--- src/rtl/ldm_writeback_sequencer.sv ---
// ldm_writeback_sequencer
//   Drives the write port of a 16x32 register file to carry out an ARM
//   load-multiple (increment-after). One memory word is fetched for each set
//   bit of the register list, lowest index first. Each word is then written
//   to the register file as an I/Rc/LE triple.
//
//   Optional feature macro: WRITEBACK_BASE_EN
//     When defined, a one-cycle WB state follows the last load. It writes
//     base_addr + ADDR_STEP*count back to base_reg. No write occurs if
//     base_reg was part of the loaded list.
//     When undefined, base_reg is ignored.
//
//   Ports
//     clk        clock, rising edge
//     clr        asynchronous reset, active-low
//     start      one-cycle request, accepted only when idle
//     reg_list   registers to load (bit n -> Rn), sampled with start
//     base_addr  first memory address, sampled with start
//     base_reg   base register index, sampled with start
//     mem_req    memory read request
//     mem_addr   address of the current read
//     mem_ack    read data valid (meaningful only while mem_req=1)
//     mem_rdata  read data
//     I, Rc, LE  register file write data / index / enable
//     busy       transfer in progress
//     done       one-cycle completion pulse
module ldm_writeback_sequencer #(
    parameter int DATA_W    = 32,
    parameter int ADDR_W    = 32,
    parameter int ADDR_STEP = 4
) (
    input  logic              clk,
    input  logic              clr,
    input  logic              start,
    input  logic [15:0]       reg_list,
    input  logic [ADDR_W-1:0] base_addr,
    input  logic [3:0]        base_reg,
    output logic              mem_req,
    output logic [ADDR_W-1:0] mem_addr,
    input  logic              mem_ack,
    input  logic [DATA_W-1:0] mem_rdata,
    output logic [DATA_W-1:0] I,
    output logic [3:0]        Rc,
    output logic              LE,
    output logic              busy,
    output logic              done
);

    typedef enum logic [2:0] {
        S_IDLE  = 3'd0,
        S_REQ   = 3'd1,
        S_WRITE = 3'd2,
        S_WB    = 3'd3,
        S_DONE  = 3'd4
    } state_t;

    state_t            state_q, state_d;
    logic [15:0]       list_q, list_d;
    logic [ADDR_W-1:0] addr_q, addr_d;
    logic [4:0]        count_q, count_d;
    logic [DATA_W-1:0] I_q, I_d;
    logic [3:0]        Rc_q, Rc_d;
    logic [15:0]       list_rem;

`ifdef WRITEBACK_BASE_EN
    logic [ADDR_W-1:0] base_q, base_d;
    logic [3:0]        base_reg_q, base_reg_d;
    logic [15:0]       orig_q, orig_d;
`else
    logic              unused_base_reg;
    assign unused_base_reg = ^base_reg;
`endif

    function automatic logic [3:0] lowest_idx(input logic [15:0] l);
        logic [3:0] idx;
        idx = '0;
        for (int n = 15; n >= 0; n--) begin
            if (l[n]) idx = 4'(n);
        end
        return idx;
    endfunction

    // Clearing the lowest set bit retires the register just written.
    assign list_rem = list_q & (list_q - 16'd1);

    // State and datapath registers
    always_ff @(posedge clk or negedge clr) begin
        if (!clr) begin
            state_q    <= S_IDLE;
            list_q     <= '0;
            addr_q     <= '0;
            count_q    <= '0;
            I_q        <= '0;
            Rc_q       <= '0;
`ifdef WRITEBACK_BASE_EN
            base_q     <= '0;
            base_reg_q <= '0;
            orig_q     <= '0;
`endif
        end else begin
            state_q    <= state_d;
            list_q     <= list_d;
            addr_q     <= addr_d;
            count_q    <= count_d;
            I_q        <= I_d;
            Rc_q       <= Rc_d;
`ifdef WRITEBACK_BASE_EN
            base_q     <= base_d;
            base_reg_q <= base_reg_d;
            orig_q     <= orig_d;
`endif
        end
    end

    // Next-state logic
    always_comb begin
        state_d = state_q;
        case (state_q)
            S_IDLE:  if (start) state_d = (reg_list != 16'd0) ? S_REQ : S_DONE;
            S_REQ:   if (mem_ack) state_d = S_WRITE;
            S_WRITE: begin
                if (list_rem != 16'd0) begin
                    state_d = S_REQ;
                end else begin
`ifdef WRITEBACK_BASE_EN
                    state_d = S_WB;
`else
                    state_d = S_DONE;
`endif
                end
            end
            S_WB:    state_d = S_DONE;
            S_DONE:  state_d = S_IDLE;
            default: state_d = S_IDLE;
        endcase
    end

    // Datapath next values
    always_comb begin
        list_d     = list_q;
        addr_d     = addr_q;
        count_d    = count_q;
        I_d        = I_q;
        Rc_d       = Rc_q;
`ifdef WRITEBACK_BASE_EN
        base_d     = base_q;
        base_reg_d = base_reg_q;
        orig_d     = orig_q;
`endif
        case (state_q)
            S_IDLE: begin
                if (start) begin
                    list_d     = reg_list;
                    addr_d     = base_addr;
                    count_d    = '0;
`ifdef WRITEBACK_BASE_EN
                    base_d     = base_addr;
                    base_reg_d = base_reg;
                    orig_d     = reg_list;
`endif
                end
            end
            S_REQ: begin
                if (mem_ack) begin
                    I_d  = mem_rdata;
                    Rc_d = lowest_idx(list_q);
                end
            end
            S_WRITE: begin
                list_d  = list_rem;
                addr_d  = addr_q + ADDR_W'(ADDR_STEP);
                count_d = count_q + 5'd1;
`ifdef WRITEBACK_BASE_EN
                // Preload the writeback triple so it is presented during WB.
                // A base register that was itself loaded keeps its loaded value.
                if ((list_rem == 16'd0) && !orig_q[base_reg_q]) begin
                    I_d  = DATA_W'(base_q + ADDR_W'(ADDR_STEP) * ADDR_W'(count_d));
                    Rc_d = base_reg_q;
                end
`endif
            end
            default: ;
        endcase
    end

    // Outputs decoded from registered state, so reset cannot glitch LE
    always_comb begin
        mem_req  = (state_q == S_REQ);
        mem_addr = addr_q;
        I        = I_q;
        Rc       = Rc_q;
        busy     = (state_q == S_REQ) || (state_q == S_WRITE) || (state_q == S_WB);
        done     = (state_q == S_DONE);
        LE       = (state_q == S_WRITE);
`ifdef WRITEBACK_BASE_EN
        if (state_q == S_WB) LE = !orig_q[base_reg_q];
`endif
    end

endmodule

--- config.mk ---
export PLATFORM = sky130hd
export DESIGN_NAME = ldm_writeback_sequencer
export DESIGN_NICKNAME = d
export VERILOG_FILES = /design/src/rtl/ldm_writeback_sequencer.sv
export SDC_FILE = /design/constraint.sdc
export NUM_CORES = 1
export LEC_CHECK = 0
export ABC_CLOCK_PERIOD_IN_PS = 3350
export BUFFER_PORTS_ARGS = -buffer_cell sky130_fd_sc_hd__buf_2
export CAP_MARGIN = 25
export CORE_MARGIN = 1
export CORE_UTILIZATION = 53
export DETAILED_ROUTE_END_ITERATION = 16
export GPL_ROUTABILITY_DRIVEN = 0
export PLACE_DENSITY_LB_ADDON = 0.3
export SETUP_SLACK_MARGIN = 0.4
export SYNTH_ARGS = -nofsm -noshare
export SYNTH_HDL_FRONTEND = slang
export SYNTH_SLANG_ARGS = --single-unit
export TNS_END_PERCENT = 5
--- constraint.sdc ---
create_clock -name clk -period 3.35 [get_ports clk]
set_input_delay 0.1675 -clock clk [delete_from_list [all_inputs] [get_ports clk]]
set_output_delay 0.1675 -clock clk [all_outputs]
set_load 0.005 [all_outputs]
==> flow_summary.ini <==
[status]
status = complete, no violations

[cts]
cts_buffers = 9
hold_buffers = 27
cts_max_level = 3
clk_pin_slew_worst_paths_ns = 0.09
cts_setup_buffers = 0
cts_tree = built
cts_sinks = 87
clockBufferDepth = 2
cts_resized = 0
clkLatencyLatePin_ns = 0.36
cts-root-buf = clkbuf_8

[grt]
grt_pass1_vias = 4153
antenna_found_initial = 0
grt_max_degree = 80
grt_usage = 0.291
grt_overflow = 0
grt_pass1_wl_mm = 19.6

[setup_path]
path_buf_inv = 1
cpPeakStageDelay_ns = 0.55
cpMaxStageDelayCell = or3b_1
critPathMaxFanout = 22
cpLargestDelayFamily = simple AND/OR/NAND/NOR gates
startpoint_type = flip-flop
critPathArrivalTime_ns = 2.48
crit_chain = or3b_1, buf_4, nand2_1, o21ai_0, a221o_1
crit_path_end_kind = flip-flop
worst-endpoint-required_ns = 3.59
path_class = flip-flop to flip-flop

[floorplanning]
initial_core_util = 0.554
die_w_um = 92.4
core_area_um2 = 7810
dieArea_um2 = 8530
row_count = 32
io_pins = 160
die-height_um = 92.4

[power_and_ir_drop]
powerDensity_nw_per_um2 = 874
power.switching_mw = 2.06
intPower_mw = 2.96
ir_drop_mv = 0.430
p_leak_nw = 2.90
seq_power_share = 0.415
p_comb_frac = 0.406
clkPwrFrac = 0.179
swShare = 0.411

[yosys]
synthMuxAreaShare = 0.00925
syn_area_um2 = 4330
yosysSeqAreaShare = 0.503
synth.largest_area_cell = dfrtp_1
synth_seq_cells = 87
synthTopCellsByArea = dfrtp_1 (50%), nand2_1 (13%), nor2_1 (3.2%), o21ai_0 (2.5%), a211oi_1 (2.3%)
yosys.area_share.simple = 0.285
synth_compound_area_frac = 0.164
synth_top_area_share = 0.503
synth_top_family_by_area = simple AND/OR/NAND/NOR gates
synth_edf_count = 0
syn_nets = 582
synthXorXnorAreaFrac = 0
synth.distinct_cells = 51
synth_ff_type = dfrtp_1
synth_cells = 493
avgSynthCellArea_um2 = 8.78
yosys_warnings = 0
synthAdderAreaFrac = 0.00752
async_reset_ff_frac = 1.00

[sta]
post-route-period-util = 0.667
setup_viol_count_final = 0
tns_ns = 0
max_freq_ghz = 0.447
final-hold-violation-count = 0
drv_slew = 0
worst_slew_pin_slew_ns = 0.976
slew_headroom = 0.346
period_minus_slack_ns = 2.23
fin_skew_ns = 0.00763
rsz0062_at_grt = false

[routing]
final_antenna_net_count = 0
first_iter_violations = 312
drt-vias-per-instance = 5.74
vias = 4457
route.detailed.wl_per_inst_um = 15.7
dr.pass1.iters = 4
drc = 0
drt_wl_total_mm = 12.2

[placement]
port-buffer-count = 155
hpwl_mm = 7.94

[finish]
n_antenna_cell = 0
drive_gt1_frac = 0.279
utilization = 0.735
finalNetCount = 759
area_growth_pct = 32.6

[job]
cap_violations = 0

[worst_hold_path]
min_path_type = primary input to flip-flop
==> area by class of cell <==
class,instances,area (um2)
Sequential cell,87,2180
Fill cell,582,2070
Tap cell,102,128
Timing Repair Buffer,191,1140
Inverter,8,30.0
Multi-Input combinational cell,373,2020
Clock buffer,9,124
Clock inverter,6,118
==> layer usage <==
layer / up-vias / part of all wire / track usage
li1: 2108 / - / -
met1: 2113 / 0.41 / 0.378
met2: 196 / 0.50 / 0.477
met3: 40 / 0.055 / 0.0460
met4: 0 / 0.033 / 0.142
met5: - / 0 / 0
==> sequential cells by signal (all words and copies together) (netlist names) <==
name,count
I,32
mem_addr,32
list_q,16
Rc,4
state_q,3
==> power groups by stage <==
stage          registers [mW]  clock network [mW]  logic [mW]
2_1_floorplan            1.98                   0        1.25
3_3_place_gp             2.04                   0        1.91
3_5_place_dp             2.07                   0        2.00
4_1_cts                  2.06               0.905        2.02
5_1_grt                  2.15               0.944        2.28
6_report                 2.08               0.897        2.04
==> Yosys cell counts (2+ instances only) <==
cell type,count
or4_1,2
nand2b_1,3
nand4_1,9
nor4_1,12
inv_1,6
buf_1,5
a211o_1,2
a211oi_1,13
or4_4,2
maj3_1,2
o21ai_0,22
a311oi_1,10
nor2_1,37
a2111oi_0,2
a22o_1,9
nand2_1,145
a221o_1,3
o31ai_1,2
a21o_1,4
nand3_1,11
o211ai_1,4
or2_2,3
clkinv_1,2
a31oi_1,4
o21a_1,2
dfrtp_1,87
clkbuf_1,18
mux2i_1,4
nand3b_1,2
and2_1,4
nor3b_1,4
o311ai_0,3
a21oi_1,15
nor3_1,15
and3_1,9
==> stage by stage <==
step / instances / total power, mW / worst slack, ns / hold slack [ns] / instance area (um2)
2_1_floorplan: 493 / 3.22 / 1.35 / -0.128 / 4330
3_3_place_gp: 732 / 3.95 / 1.20 / 0.357 / 5190
3_5_place_dp: 732 / 4.06 / 1.13 / 0.359 / 5190
4_1_cts: 774 / 4.98 / 1.13 / 0.00217 / 5700
5_1_grt: 776 / 5.37 / 0.798 / 0.00829 / 5740
6_report: 776 / 5.02 / 1.12 / 0.00592 / 5740
==> layout by cell type, fill, tap and decap left out, drive strengths merged, types with 4 or more instances in the layout <==
master         n
and2           4
mux2i          4
dfrtp         87
nor2          38
nand3         11
nor3          16
a22o           9
a21oi         15
a31oi          4
clkbuf         9
nand2        145
a311oi        10
a21o           4
o211ai         4
and3           9
dlygate4sd3   28
buf          163
nor4          13
a211oi        14
o21ai         22
nand4          9
nor3b          4
inv            8
or4            4
==> cells by family after synthesis <==
logic type | count (synthesis)
simple gates | 265
compound gates | 101
flops | 87
buf+inv | 33
mux | 4
fa+ha+maj | 3
==> path summary, 6_finish.rpt <==
kind                                          from                        to  slack [ns]  cells after the start
max                         state_q[0]$_DFFE_PN0P_  mem_addr[31]$_DFFE_PN0P_        1.12                      5
min                                  base_addr[11]  mem_addr[11]$_DFFE_PN0P_       0.006                      2
max reg2reg                 state_q[0]$_DFFE_PN0P_  mem_addr[31]$_DFFE_PN0P_        1.12                      5
min reg2reg                mem_addr[0]$_DFFE_PN0P_   mem_addr[0]$_DFFE_PN0P_        0.47                      2
max in group asynchronous                      clr  mem_addr[13]$_DFFE_PN0P_        2.63                      3
min in group asynchronous                      clr    list_q[14]$_DFFE_PN0P_        0.15                      2
Power figures use the tool's default switching activity.
